### src/rtl/cla_pipe.sv
// Two-stage pipelined carry-lookahead adder/subtractor with valid/ready handshakes.
// Stage 1 registers operands and group generate/propagate; stage 2 resolves carries and sums.
module cla_pipe #(
    parameter int unsigned WIDTH = 32,
    parameter int unsigned GROUP = 8
) (
    input  logic             clk,
    input  logic             rst_n,
    input  logic             in_valid,
    output logic             in_ready,
    input  logic [WIDTH-1:0] a,
    input  logic [WIDTH-1:0] b,
    input  logic             cin,
    input  logic             sub,
    output logic             out_valid,
    input  logic             out_ready,
    output logic [WIDTH-1:0] sum,
    output logic             cout,
    output logic             overflow
);

    localparam int unsigned NGRP = WIDTH / GROUP;

    // Stage 1 state
    logic             s1_valid_q;
    logic [WIDTH-1:0] s1_a_q;
    logic [WIDTH-1:0] s1_b_q;
    logic             s1_c0_q;
    logic [NGRP-1:0]  s1_gg_q;
    logic [NGRP-1:0]  s1_gp_q;

    // Stage 2 (output) state
    logic             out_valid_q;
    logic [WIDTH-1:0] sum_q;
    logic             cout_q;
    logic             ovf_q;

    logic             adv2;
    logic             accept;
    logic             s1_adv;

    logic [WIDTH-1:0] b_eff;
    logic             c0;
    logic [WIDTH-1:0] g_in;
    logic [WIDTH-1:0] p_in;
    logic [NGRP-1:0]  gg_d;
    logic [NGRP-1:0]  gp_d;
    logic             g_acc;
    logic             p_acc;

    logic [WIDTH-1:0] g_s1;
    logic [WIDTH-1:0] p_s1;
    logic [NGRP-1:0]  grp_cin;
    logic [WIDTH-1:0] carry;
    logic             gc_run;
    logic             cc_run;
    logic             c_msb_in;
    logic             c_out;
    logic [WIDTH-1:0] sum_d;

    // Handshake control
    always_comb begin
        adv2     = !out_valid_q || out_ready;
        in_ready = rst_n && (!s1_valid_q || adv2);
        accept   = in_valid && in_ready;
        s1_adv   = s1_valid_q && adv2;
    end

    // Stage 1: effective operands and per-group G/P, rippled within each group
    always_comb begin
        b_eff = sub ? ~b : b;
        c0    = cin ^ sub;
        g_in  = a & b_eff;
        p_in  = a | b_eff;
        gg_d  = '0;
        gp_d  = '0;
        g_acc = 1'b0;
        p_acc = 1'b1;
        for (int unsigned i = 0; i < NGRP; i++) begin
            g_acc = 1'b0;
            p_acc = 1'b1;
            for (int unsigned j = 0; j < GROUP; j++) begin
                g_acc = g_in[i*GROUP+j] | (p_in[i*GROUP+j] & g_acc);
                p_acc = p_in[i*GROUP+j] & p_acc;
            end
            gg_d[i] = g_acc;
            gp_d[i] = p_acc;
        end
    end

    // Stage 2: group carry-ins from the registered group terms, then intra-group carries
    always_comb begin
        g_s1    = s1_a_q & s1_b_q;
        p_s1    = s1_a_q | s1_b_q;
        grp_cin = '0;
        gc_run  = s1_c0_q;
        for (int unsigned i = 0; i < NGRP; i++) begin
            grp_cin[i] = gc_run;
            gc_run     = s1_gg_q[i] | (s1_gp_q[i] & gc_run);
        end
        c_out    = gc_run;

        carry    = '0;
        cc_run   = 1'b0;
        c_msb_in = 1'b0;
        for (int unsigned i = 0; i < NGRP; i++) begin
            cc_run = grp_cin[i];
            for (int unsigned j = 0; j < GROUP; j++) begin
                carry[i*GROUP+j] = cc_run;
                cc_run = g_s1[i*GROUP+j] | (p_s1[i*GROUP+j] & cc_run);
            end
        end
        c_msb_in = carry[WIDTH-1];
        sum_d    = s1_a_q ^ s1_b_q ^ carry;
    end

    // Control and output registers, cleared by reset
    always_ff @(posedge clk) begin
        if (!rst_n) begin
            s1_valid_q  <= 1'b0;
            out_valid_q <= 1'b0;
            sum_q       <= '0;
            cout_q      <= 1'b0;
            ovf_q       <= 1'b0;
        end else begin
            if (accept) begin
                s1_valid_q <= 1'b1;
            end else if (s1_adv) begin
                s1_valid_q <= 1'b0;
            end

            if (s1_adv) begin
                out_valid_q <= 1'b1;
                sum_q       <= sum_d;
                cout_q      <= c_out;
                ovf_q       <= c_msb_in ^ c_out;
            end else if (out_ready) begin
                out_valid_q <= 1'b0;
            end
        end
    end

    // Stage 1 datapath needs no reset; it is only consumed while s1_valid_q is set
    always_ff @(posedge clk) begin
        if (accept) begin
            s1_a_q  <= a;
            s1_b_q  <= b_eff;
            s1_c0_q <= c0;
            s1_gg_q <= gg_d;
            s1_gp_q <= gp_d;
        end
    end

    assign out_valid = out_valid_q;
    assign sum       = sum_q;
    assign cout      = cout_q;
    assign overflow  = ovf_q;

endmodule
### config.mk
export PLATFORM = sky130hd
export DESIGN_NAME = cla_pipe
export DESIGN_NICKNAME = d
export VERILOG_FILES = /design/src/rtl/cla_pipe.sv
export SDC_FILE = /design/constraint.sdc
export NUM_CORES = 1
export LEC_CHECK = 0
export BUFFER_PORTS_ARGS = -buffer_cell sky130_fd_sc_hd__buf_2
export CAP_MARGIN = 20
export CORE_UTILIZATION = 46
export CTS_CLUSTER_SIZE = 30
export DETAILED_ROUTE_END_ITERATION = 8
export PLACE_DENSITY = 0.66
export SLEW_MARGIN = 40
export SYNTH_ARGS = -nofsm -noshare
export SYNTH_HDL_FRONTEND = slang
export SYNTH_SLANG_ARGS = --single-unit
### constraint.sdc
create_clock -name clk -period 9.6 [get_ports clk]
set_input_delay 0 -clock clk [delete_from_list [all_inputs] [get_ports clk]]
set_output_delay 0 -clock clk [all_outputs]
set_load 0.01 [all_outputs]
# Word-level counts from Yosys, hierarchy flattened
# Index checks and enable logic that the tools add are counted.
# totals
register_bits	109
inputBits	70
out_inout_bits	36
elab_cells	181
# op_classes
muxes	5
bitwise_logic	157
reduce_logical	9
# ops
cell	count
$and 1x1->1	88
$xor 32x32->32	2
$or 1x1->1	60
$and 32x32->32	1
$mux 32	1
$not 32->32	1
$or 32x32->32	1
$and 31x31->31	1
$or 31x31->31	1
$mux 1	4
$reduce_bool 2->1	2
$logic_and 1x1->1	3
$logic_not 1->1	2
$logic_or 1x1->1	2
$xor 1x1->1	2

# Logic depth before layout (Yosys ltp)
# Gate-level depths: netlist of the first run.
# logic_depth
ltp_word	21
ltp_mapped	16
mapped_depth_nobuf	16

# Least setup slack after synthesis of the first run
# No wires, ideal clock.
# synth_timing
path_kind	flip-flop to flip-flop
startpoint	register s1_c0_q
endpoint	register sum_q[23], in the netlist sum[23]
setup_ns	0.076
t_arrival_ns	3.888
required_ns	9.524
setup_slack_ns	5.637
path_stages_with_launch	14
path_buffers	0
period_less_slack_ns	3.963
cell_sequence	edfxtp_1 -> a21o_1 -> a21o_1 -> fa_1 -> fa_1 -> fa_1 -> fa_1 -> fa_1 -> fa_1 -> fa_1 -> xnor2_1 -> xnor2_1 -> nand2_1 -> a21boi_0
# synth_via
elab_chain_len	19
# synth_rtl
element	line_no	text
start, declared	28	logic s1_c0_q;
start signal, assigned	148	s1_c0_q <= c0;
$and 1x1->1	99	gc_run = s1_gg_q[i] | (s1_gp_q[i] & gc_run);
$or 1x1->1	99	
$and 1x1->1	99	
$or 1x1->1	99	
$and 1x1->1	110	cc_run = g_s1[i*GROUP+j] | (p_s1[i*GROUP+j] & cc_run);
$or 1x1->1	110	
$and 1x1->1	110	
$or 1x1->1	110	
[3 not listed]	--	
$or 1x1->1	110	
$and 1x1->1	110	
$or 1x1->1	110	
$and 1x1->1	110	
$or 1x1->1	110	
$and 1x1->1	110	
$or 1x1->1	110	
$xor 32x32->32	114	sum_d = s1_a_q ^ s1_b_q ^ carry;
end signal, assigned	134	sum_q <= sum_d;
end, declared	34	logic [WIDTH-1:0] sum_q;
# Every way passes these cells.
# A chain may end at the register's enable or synchronous reset.

# Worst setup path in the final report of the first run
# Ends and elaborated chain as after synthesis.

==> impl_metrics.env, run 1 <==
export IMPL_status="finished, violations left"
export IMPL_failed_checks="design-rule violations"
export IMPL_netSwitchingPower_uw=268
export IMPL_path_cells="a21o_1, a21o_1, fa_1, fa_1, fa_1, fa_1, fa_1, fa_1, fa_1, xnor2_1, xnor2_1, nand2_1, a21boi_0"
export IMPL_slowest_stage="fa_1"
export IMPL_p_sw_share_pct=24.7
export IMPL_cap_violations=0
export IMPL_dp_hpwl_um=7840
export IMPL_ant_nets=0
export IMPL_ctsResizeCount=0
export IMPL_setup_tns_final_ns=0
export IMPL_fmax_mhz=231
export IMPL_routedWlPerCell_um=15.2
export IMPL_async_reset_ff_share_pct=0
export IMPL_drt_iter0_markers=172
export IMPL_synth_area_leaders="edfxtp_1 40%, dfxtp_1 13%, fa_1 10%"
export IMPL_synth_largest_area_cell="edfxtp_1"
export IMPL_fin_skew_ns=0.00392
export IMPL_crit_path_max_fanout=3
export IMPL_r2r_start="s1_c0_q"
export IMPL_worst_path_most_repeated_cell="fa_1"
export IMPL_dr_pass1_iters=6
export IMPL_start_util_pct=47.8
export IMPL_clk_pin_slew_ns=0.07
export IMPL_grt_pass1_vias=3862
export IMPL_yosys_area_top_type_share_pct=39.7
export IMPL_yosysSeqAreaShare_pct=52.7
export IMPL_grt_max_degree=78
export IMPL_crit_start="s1_c0_q"
export IMPL_die_area_um2=12400
export IMPL_worstPathArrival_ns=4.58
export IMPL_post_route_min_period_ns=4.33
export IMPL_cp_endpoint="sum[23]"
export IMPL_clkPwrFrac_pct=34.1
export IMPL_via_per_inst=5.24
export IMPL_r2r_setup_slack_ns=5.27
export IMPL_grt_pass1_wl_um=18500
export IMPL_fin_util_pct=58.9
export IMPL_synth_most_common_cell="edfxtp_1"
export IMPL_std_cell_rows=39
export IMPL_powerDensity_nw_per_um2=160
export IMPL_wl_met2_um=5750
export IMPL_cts_sinks=109
export IMPL_synth_nets=559
export IMPL_die_w_um=112
export IMPL_wirelength_um=11300
export IMPL_tightest_slew_ns=0.669
export IMPL_netlist_instances=461
export IMPL_worst_setup_path_start_kind="register"
export IMPL_intPower_uw=819
export IMPL_r2r_cells=13
export IMPL_comb_power_share_pct=15.7
export IMPL_final_hold_violation_count=0
export IMPL_drv_slew=0
export IMPL_p_leak_uw=0.00279
export IMPL_clock_path_buffers=2
export IMPL_routed_top_layer="met4"
export IMPL_rsz0062_at_grt="false"
export IMPL_critPathTopFamily="adder cells"
export IMPL_netlist_top_cells_count="73 x edfxtp_1, 59 x nand2_1, 40 x inv_1"
export IMPL_gr_total_overflow=0
export IMPL_area_growth_synth_to_final_pct=23.4
export IMPL_ys_seq_elements=109
export IMPL_ys_flop_type="edfxtp_1"
export IMPL_synth_edf_count=73
export IMPL_die_height_um=112
export IMPL_wl_met1_um=4910
export IMPL_num_vias=3901
export IMPL_drive_gt1_share_pct=22.1
export IMPL_avgSynthCellArea_um2=12.0
export IMPL_synth_cell_types=35
export IMPL_path_class="reg -> reg"
export IMPL_io_buffer_count=105
export IMPL_core_area_um2=11600
export IMPL_path_depth=13
export IMPL_drc=6
export IMPL_max_stage_delay_ns=0.42
export IMPL_worst_path_buf_inv=0
export IMPL_root_buffer="clkbuf_16"
export IMPL_clk_insertion_delay_late_ns=0.34
export IMPL_ir_worst_vdd_v=0.0000786
export IMPL_netlist_area_um2=5520
export IMPL_num_nets_final=695
export IMPL_worstPathRequired_ns=9.86
export IMPL_worstSetupEndpointType="register"
export IMPL_r2r_end="sum[23]"
export IMPL_h_tree_depth=3
export IMPL_setup_viol=0
export IMPL_seqPwrFrac_pct=50.2
export IMPL_hold_class="in -> reg"
export IMPL_io_pins=106
export IMPL_grt_total_usage_pct=19.0
export IMPL_max_slew_margin_pct=55.4
export IMPL_cts_setup_buffers=0
export IMPL_n_antenna_cell=0
export IMPL_cts_tree="yes"
export IMPL_period_share_pct=45.1
export IMPL_numCtsBuffers=9
export IMPL_antenna_found_initial=0
export IMPL_yosysWarningCount=0
export IMPL_gp_congestion=0.825
export IMPL_dr_wl_met3_um=475
-- how the worst min path moves through the flow --
| stage | startpoint | endpoint | slack (ns) | cells past startpoint |
|---|---|---|---|---|
| 2_1_floorplan | a[0] | s1_a_q[0] | 0.1 | 0 |
| 3_3_place_gp | a[24] | s1_a_q[24] | 0.22 | 1 |
| 3_5_place_dp | a[24] | s1_a_q[24] | 0.22 | 1 |
| 4_1_cts | b[15] | s1_b_q[15] | 0.0002 | 2 |
| 5_1_grt | b[8] | s1_b_q[8] | 0.01 | 2 |
| 6_report | b[8] | s1_b_q[8] | 0.009 | 2 |
-- registers in the layout, summed over array words and instances, names as in the netlist --
signal	flops
sum	32
s1_gp_q	4
cout	1
s1_valid_q	1
out_valid	1
overflow	1
s1_a_q	32
s1_b_q	32
s1_c0_q	1
s1_gg_q	4
-- per-layer routing --
metal  vias up  global-route usage (%)
met5         -                       0
met4         0                    6.58
li1       1935                       -
met1      1859                    23.6
met3        15                    3.54
met2        92                    33.2
-- through the flow --
step | instance area (µm²) | cells | hold WS [ns] | worst slack [ns] | total power, µW
after floorplan | 5520 | 461 | 0.0989 | 5.64 | 654
after global placement | 6130 | 692 | 0.216 | 5.43 | 709
after detailed placement | 6130 | 692 | 0.220 | 5.31 | 715
after CTS | 6810 | 745 | 0.000186 | 5.27 | 1090
after global routing | 6810 | 745 | 0.0105 | 5.07 | 1140
final | 6810 | 745 | 0.00860 | 5.27 | 1090
-- power groups by stage --
| stage | clock (µW) | combinational (µW) | sequential [µW] |
|---|---|---|---|
| 2_1_floorplan | 0 | 94.1 | 560 |
| 3_3_place_gp | 0 | 155 | 554 |
| 3_5_place_dp | 0 | 159 | 556 |
| 4_1_cts | 377 | 172 | 546 |
| 5_1_grt | 396 | 192 | 548 |
| 6_report | 371 | 171 | 545 |
-- area by class of cell --
class,count,area (µm²)
fillers,985,4750
flip-flops and latches,109,2910
multi-input cells,291,2340
repair buffers,145,926
clock buffers,10,239
well taps,143,179
inverters,41,154
clock inverters,6,61.3
-- logic make-up after synthesis --
| logic type | synth area share, % |
|---|---|
| AO/OA/AOI/OAI | 17.5 |
| AND/OR/NAND/NOR | 7.93 |
| flip-flops | 52.7 |
| buffers and inverters | 4.98 |
| XOR/XNOR | 6.66 |
| adder cells (fa/ha/maj) | 10.1 |
-- layout by cell type, fill, tap and decap left out, drive strengths merged --
cell / Yosys / layout
a22o: 4 / 4
o22ai: 21 / 21
o21a: 1 / 1
clkinvlp: 0 / 1
o221ai: 12 / 12
a22oi: 4 / 4
a21oi: 3 / 3
a221o: 12 / 12
nor4b: 4 / 4
buf: 12 / 108
a221oi: 8 / 8
bufinv: 0 / 1
nand2: 59 / 59
o211ai: 3 / 3
xor2: 34 / 34
clkbuf: 8 / 10
clkinv: 0 / 3
xnor2: 8 / 8
fa: 28 / 28
a311o: 1 / 1
or2b: 1 / 1
o211a: 5 / 5
dfxtp: 36 / 36
o21ai: 14 / 14
dlygate4sd3: 0 / 37
inv: 41 / 42
edfxtp: 73 / 73
o311ai: 4 / 4
o2bb2ai: 4 / 4
a21boi: 28 / 28
nand2b: 4 / 4
nor2: 18 / 18
a21o: 2 / 2
nor2b: 7 / 7
and2: 2 / 2
-- worst register-to-register path, delay by kind of cell, from the launching register on --
family | cells | cell delay, ns
adder cells (fa/ha/maj) | 7 | 2.84
AO/OA/AOI/OAI | 3 | 0.64
flip-flops | 1 | 0.40
XOR/XNOR | 2 | 0.31
AND/OR/NAND/NOR | 1 | 0.06
-- timing repair --
| action | CTS | global route |
|---|---|---|
| setup endpoints to repair | 0 | 0 |
| hold buffers | 37 | 0 |
| endpoints found under the hold margin | 37 | 0 |
Note: power is estimated with default switching activity, not from simulation.
==> run 2, diff against run 1 <==
==> constraint.sdc (replaced) <==
create_clock -name clk -period 4 [get_ports clk]
set_input_delay 0 -clock clk [delete_from_list [all_inputs] [get_ports clk]]
set_output_delay 0 -clock clk [all_outputs]
set_load 0.01 [all_outputs]
==> run 2 against run 1 <==
The flow still finishes with violations (design-rule violations). Worst hold slack improved by 0.0036 ns. Largest power group unchanged. Sequential power rose by 140%. Die area did not move. Critical path type unchanged. Clock power rose to 2.8 times the previous value. Register-to-register slack got worse by 5.2 ns. Cell count rose by 0.67%. Power rose to 2.6 times the previous value.
==> impl_metrics.env, run 2 (synthesis results as in run 1) <==
export IMPL_status="finished, violations left"
export IMPL_failed_checks="design-rule violations"
export IMPL_num_nets_final=700
export IMPL_root_buffer="clkbuf_16"
export IMPL_worstPathArrival_ns=4.15
export IMPL_dr_pass1_iters=6
export IMPL_critPathTopFamily="adder cells"
export IMPL_final_cell_mix="105 x buf_2, 73 x edfxtp_1, 59 x nand2_1"
export IMPL_dp_cells=697
export IMPL_fin_ws_ns=0.124
export IMPL_setup_viol=0
export IMPL_drive_gt1_share_pct=25.9
export IMPL_dp_hpwl_um=7840
export IMPL_max_stage_delay_ns=0.39
export IMPL_ant_nets=0
export IMPL_final_hold_violation_count=0
export IMPL_die_area_um2=12400
export IMPL_grt_pass1_wl_um=18200
export IMPL_wirelength_um=11300
export IMPL_mostFrequentLayoutCell="buf_2"
export IMPL_path_class="reg -> reg"
export IMPL_cts_tree="yes"
export IMPL_slowest_stage="fa_2"
export IMPL_cts_sinks=109
export IMPL_fin_skew_ns=0.00758
export IMPL_final_cells=750
export IMPL_antenna_found_initial=0
export IMPL_io_buffer_count=105
export IMPL_hold_class="in -> reg"
export IMPL_r2r_setup_slack_ns=0.12
export IMPL_clock_path_buffers=2
export IMPL_r2r_end="sum[23]"
export IMPL_num_vias=3931
export IMPL_fmax_mhz=258
export IMPL_rsz0062_at_grt="true"
export IMPL_ir_worst_vdd_v=0.000201
export IMPL_routedWlPerCell_um=15.0
export IMPL_std_cell_rows=39
export IMPL_cap_violations=0
export IMPL_hold_start="b[31]"
export IMPL_area_growth_synth_to_final_pct=26.2
export IMPL_h_tree_depth=3
export IMPL_gr_total_overflow=0
export IMPL_worstPathRequired_ns=4.27
export IMPL_worst_path_most_repeated_cell="fa_2"
export IMPL_place_ws_ns=-0.231
export IMPL_path_cells="a21o_1, a21o_1, fa_2, fa_2, fa_2, fa_2, fa_2, fa_2, fa_2, xnor2_2, xnor2_1, nand2_1, a21boi_1"
export IMPL_powerDensity_nw_per_um2=398
export IMPL_r2r_cells=13
export IMPL_post_route_min_period_ns=3.88
export IMPL_gp_congestion=0.818
export IMPL_drc=9
export IMPL_drv_slew=0
export IMPL_worst_path_buf_inv=0
export IMPL_crit_path_max_fanout=2
export IMPL_holdPathEnd="s1_b_q[31]"
export IMPL_hold_depth=2
export IMPL_grt_max_degree=54
export IMPL_clk_insertion_delay_late_ns=0.34
export IMPL_worstSetupEndpointType="register"
export IMPL_grt_total_usage_pct=19.0
export IMPL_r2r_start="s1_c0_q"
export IMPL_io_pins=106
export IMPL_die_height_um=112
export IMPL_worst_setup_path_start_kind="register"
export IMPL_tightest_slew_ns=0.653
export IMPL_via_per_inst=5.24
export IMPL_die_w_um=112
export IMPL_fillerInstances=963
export IMPL_p_leak_uw=0.00284
export IMPL_core_area_um2=11600
export IMPL_grt_pass1_vias=3761
export IMPL_max_slew_margin_pct=56.4
export IMPL_period_share_pct=96.9
export IMPL_start_util_pct=47.8
export IMPL_n_antenna_cell=0
export IMPL_drt_iter0_markers=173
export IMPL_clk_pin_slew_ns=0.07
export IMPL_numCtsBuffers=9
==> run 2: how the worst max path moves through the flow <==
stage                        from       to  slack [ns]  cells after the start
after floorplan           s1_c0_q  sum[23]        0.04                     13
after global placement    s1_c0_q  sum[23]       -0.11                     13
after detailed placement  s1_c0_q  sum[23]       -0.23                     13
after CTS                 s1_c0_q  sum[15]        0.02                     13
after global routing      s1_c0_q  sum[15]       -0.02                     13
final                     s1_c0_q  sum[23]        0.12                     13
==> run 2: power by group <==
group	internal, µW	switching (µW)
Sequential	1280	31.1
Combinational	195	227
Clock	668	376
Total	2140	634
==> run 2: metal layers <==
metal  routed length, µm  up-vias  GRT usage [%]
met1                5010     1876           23.3
li1                    -     1944              -
met4                 260        0           9.19
met5                   0        -              0
met3                 335       18           2.83
met2                5680       93           32.8
==> run 2: area by class of cell <==
| cell class | count | area [µm²] | share of cell area (%) |
|---|---|---|---|
| Clock buffer | 13 | 272 | 3.90 |
| Clock inverter | 3 | 90.1 | 1.29 |
| Inverter | 41 | 154 | 2.21 |
| Multi-Input combinational cell | 291 | 2410 | 34.5 |
| Sequential cell | 109 | 2910 | 41.8 |
| Tap cell | 143 | 179 | 2.57 |
| Timing Repair Buffer | 150 | 953 | 13.7 |
==> run 2: worst register-to-register path: stages (launching register included) <==
cell and delay, ns:
edfxtp_1 0.38, a21o_1 0.18, a21o_1 0.21, fa_2 0.35, fa_2 0.36, fa_2 0.36, fa_2 0.39, fa_2 0.35
fa_2 0.35, fa_2 0.36, xnor2_2 0.14, xnor2_1 0.16, nand2_1 0.08, a21boi_1 0.13
==> run 2: stage by stage <==
stage / setup TNS, ns / hold slack [ns] / util (%) / power [µW] / instance area (µm²)
finish: 0 / 0.0122 / 60.3 / 2770 / 6970
global route: -0.0381 / 0.00445 / 60.3 / 2900 / 6970
detailed placement: -0.317 / 0.226 / 53.4 / 1720 / 6180
CTS: 0 / 0.000615 / 59.9 / 2790 / 6930
global placement: -0.113 / 0.216 / 53.3 / 1710 / 6170
floorplan: 0 / 0.0989 / - / 1570 / 5520
==> run 2: timing repair <==
action                                 CTS  global route
endpoints found under the hold margin   36             0
gates resized for setup                 11            11
setup endpoints to repair                2             4
pin swaps                                3             5
hold buffers                            36             0
setup buffers                            1             0
==> run 3, diff against run 2 <==
--- a/config.mk
+++ b/config.mk
@@ -7,10 +7,12 @@
 export LEC_CHECK = 0
 export BUFFER_PORTS_ARGS = -buffer_cell sky130_fd_sc_hd__buf_2
 export CAP_MARGIN = 20
-export CORE_UTILIZATION = 46
+export CELL_PAD_IN_SITES_DETAIL_PLACEMENT = 1
+export CELL_PAD_IN_SITES_GLOBAL_PLACEMENT = 2
+export CORE_UTILIZATION = 37
 export CTS_CLUSTER_SIZE = 30
 export DETAILED_ROUTE_END_ITERATION = 8
-export PLACE_DENSITY = 0.66
+export PLACE_DENSITY = 0.79
 export SLEW_MARGIN = 40
 export SYNTH_ARGS = -nofsm -noshare
 export SYNTH_HDL_FRONTEND = slang
==> run 3 against run 2 <==
The run now ends clean. Largest power group unchanged. Critical endpoint unchanged. Critical path depth did not move. Power is 2.7% lower. Worst hold slack got worse by 0.0016 ns. First-iteration DRC count down 17%. Critical path type unchanged. Die area is 24% higher.
==> impl_metrics.env, run 3 (synthesis results as in run 1) <==
export IMPL_rsz0062_at_grt="true"
export IMPL_root_buffer="clkbuf_16"
export IMPL_mostFrequentLayoutCell="buf_2"
export IMPL_path_cells="a21o_1, a21o_1, fa_2, fa_2, fa_2, fa_2, fa_2, fa_2, fa_2, xnor2_2, xnor2_1, nand2_1, a21boi_1"
export IMPL_wl_met2_um=6970
export IMPL_tightest_slew_ns=0.798
export IMPL_final_hold_violation_count=0
export IMPL_worst_setup_path_start_kind="register"
export IMPL_cap_violations=0
export IMPL_clock_path_buffers=2
export IMPL_hold_class="in -> reg"
export IMPL_antenna_found_initial=1
export IMPL_dr_pass1_iters=4
export IMPL_wl_met1_um=5710
export IMPL_h_tree_depth=3
export IMPL_drt_iter0_markers=144
export IMPL_path_class="reg -> reg"
export IMPL_crit_path_max_fanout=2
export IMPL_worst_path_buf_inv=0
export IMPL_area_growth_synth_to_final_pct=27.7
export IMPL_ant_nets=0
export IMPL_max_stage_delay_ns=0.38
export IMPL_grt_pass1_wl_um=21100
export IMPL_die_height_um=124
export IMPL_drv_slew=0
export IMPL_fin_ws_ns=0.119
export IMPL_num_nets_final=707
export IMPL_grt_max_degree=40
export IMPL_grt_total_usage_pct=18.3
export IMPL_max_slew_margin_pct=46.8
export IMPL_die_area_um2=15400
export IMPL_io_buffer_count=105
export IMPL_drive_gt1_share_pct=25.8
export IMPL_p_leak_uw=0.00285
export IMPL_routedWlPerCell_um=16.8
export IMPL_dp_hpwl_um=9290
export IMPL_start_util_pct=38.0
export IMPL_place_ws_ns=-0.268
export IMPL_place_area_um2=6250
export IMPL_gp_congestion=0.805
export IMPL_clk_insertion_delay_late_ns=0.35
export IMPL_die_w_um=124
export IMPL_setup_viol=0
export IMPL_core_area_um2=14500
export IMPL_std_cell_rows=44
export IMPL_cts_tree="yes"
export IMPL_finalPower_uw=2700
export IMPL_gr_total_overflow=0
export IMPL_hold_ws_ns=0.0106
export IMPL_final_cell_mix="104 x buf_2, 73 x edfxtp_1, 59 x nand2_1"
export IMPL_final_area_um2=7050
export IMPL_ir_worst_vdd_v=0.000198
export IMPL_cts_sinks=109
export IMPL_num_vias=4026
export IMPL_status="finished clean"
export IMPL_powerDensity_nw_per_um2=382
export IMPL_io_pins=106
export IMPL_drc=0
export IMPL_clk_pin_slew_ns=0.07
export IMPL_critPathTopFamily="adder cells"
export IMPL_via_per_inst=5.05
export IMPL_worstPathRequired_ns=4.29
export IMPL_routed_top_layer="met4"
export IMPL_fmax_mhz=258
export IMPL_wirelength_um=13400
export IMPL_worst_path_most_repeated_cell="fa_2"
export IMPL_grt_pass1_vias=4155
export IMPL_worstPathArrival_ns=4.17
export IMPL_numCtsBuffers=9
export IMPL_period_share_pct=97.0
export IMPL_fin_util_pct=48.5
export IMPL_fin_skew_ns=0.00537
export IMPL_worstSetupEndpointType="register"
export IMPL_slowest_stage="fa_2"
export IMPL_post_route_min_period_ns=3.88
export IMPL_dr_wl_met3_um=479
## run 3: cell types whose count changed in the layout (fill, tap and decap cells not counted), sizes merged
cell / delta
diode: +1
buf: +1
clkbuf: -3
dlygate4sd3: +6
bufinv: -1
clkinv: +3
## run 3: report_power, final
part	internal (µW)	switching, µW	total (µW)
clock	559	384	943
combinational	204	240	444
sequential	1280	33.1	1310
total	2040	657	2700
## run 3: metal layers
metal / track usage [%] / vias to the layer above
met5: 0 / -
met3: 2.66 / 16
li1: - / 1959
met2: 32.8 / 71
met1: 22.3 / 1980
met4: 6.40 / 0
## run 3: cell type report
class | instances | area, µm²
diodes | 1 | 2.50
multi-input cells | 291 | 2400
repair buffers | 157 | 1040
inverters | 41 | 154
fillers | 1602 | 7480
clock buffers | 10 | 239
well taps | 184 | 230
clock inverters | 5 | 75.1
flip-flops and latches | 109 | 2910
## run 3: per-stage QoR
stage	instances	setup TNS (ns)
floorplan	461	0
global placement	739	-0.187
detailed placement	739	-0.320
CTS	796	0
global route	798	-0.0254
finish	798	0
## run 3: path summary, 6_finish.rpt
path / start / to / slack, ns / depth (start not counted)
max: s1_gp_q[0] / sum[23] / 0.12 / 13
min: b[0] / s1_b_q[0] / 0.01 / 2
max reg2reg: s1_gp_q[0] / sum[23] / 0.12 / 13
min reg2reg: sum[23] / sum[23] / 0.45 / 2
## run 3: timing repair
item | 4_1_cts | 5_1_grt
endpoints found under the setup margin | 4 | 4
gates resized for setup | 13 | 8
buffers inserted | 0 | 1
hold buffers | 42 | 0
pin swaps | 2 | 4
gates cloned | 0 | 0
endpoints found under the hold margin | 42 | 0
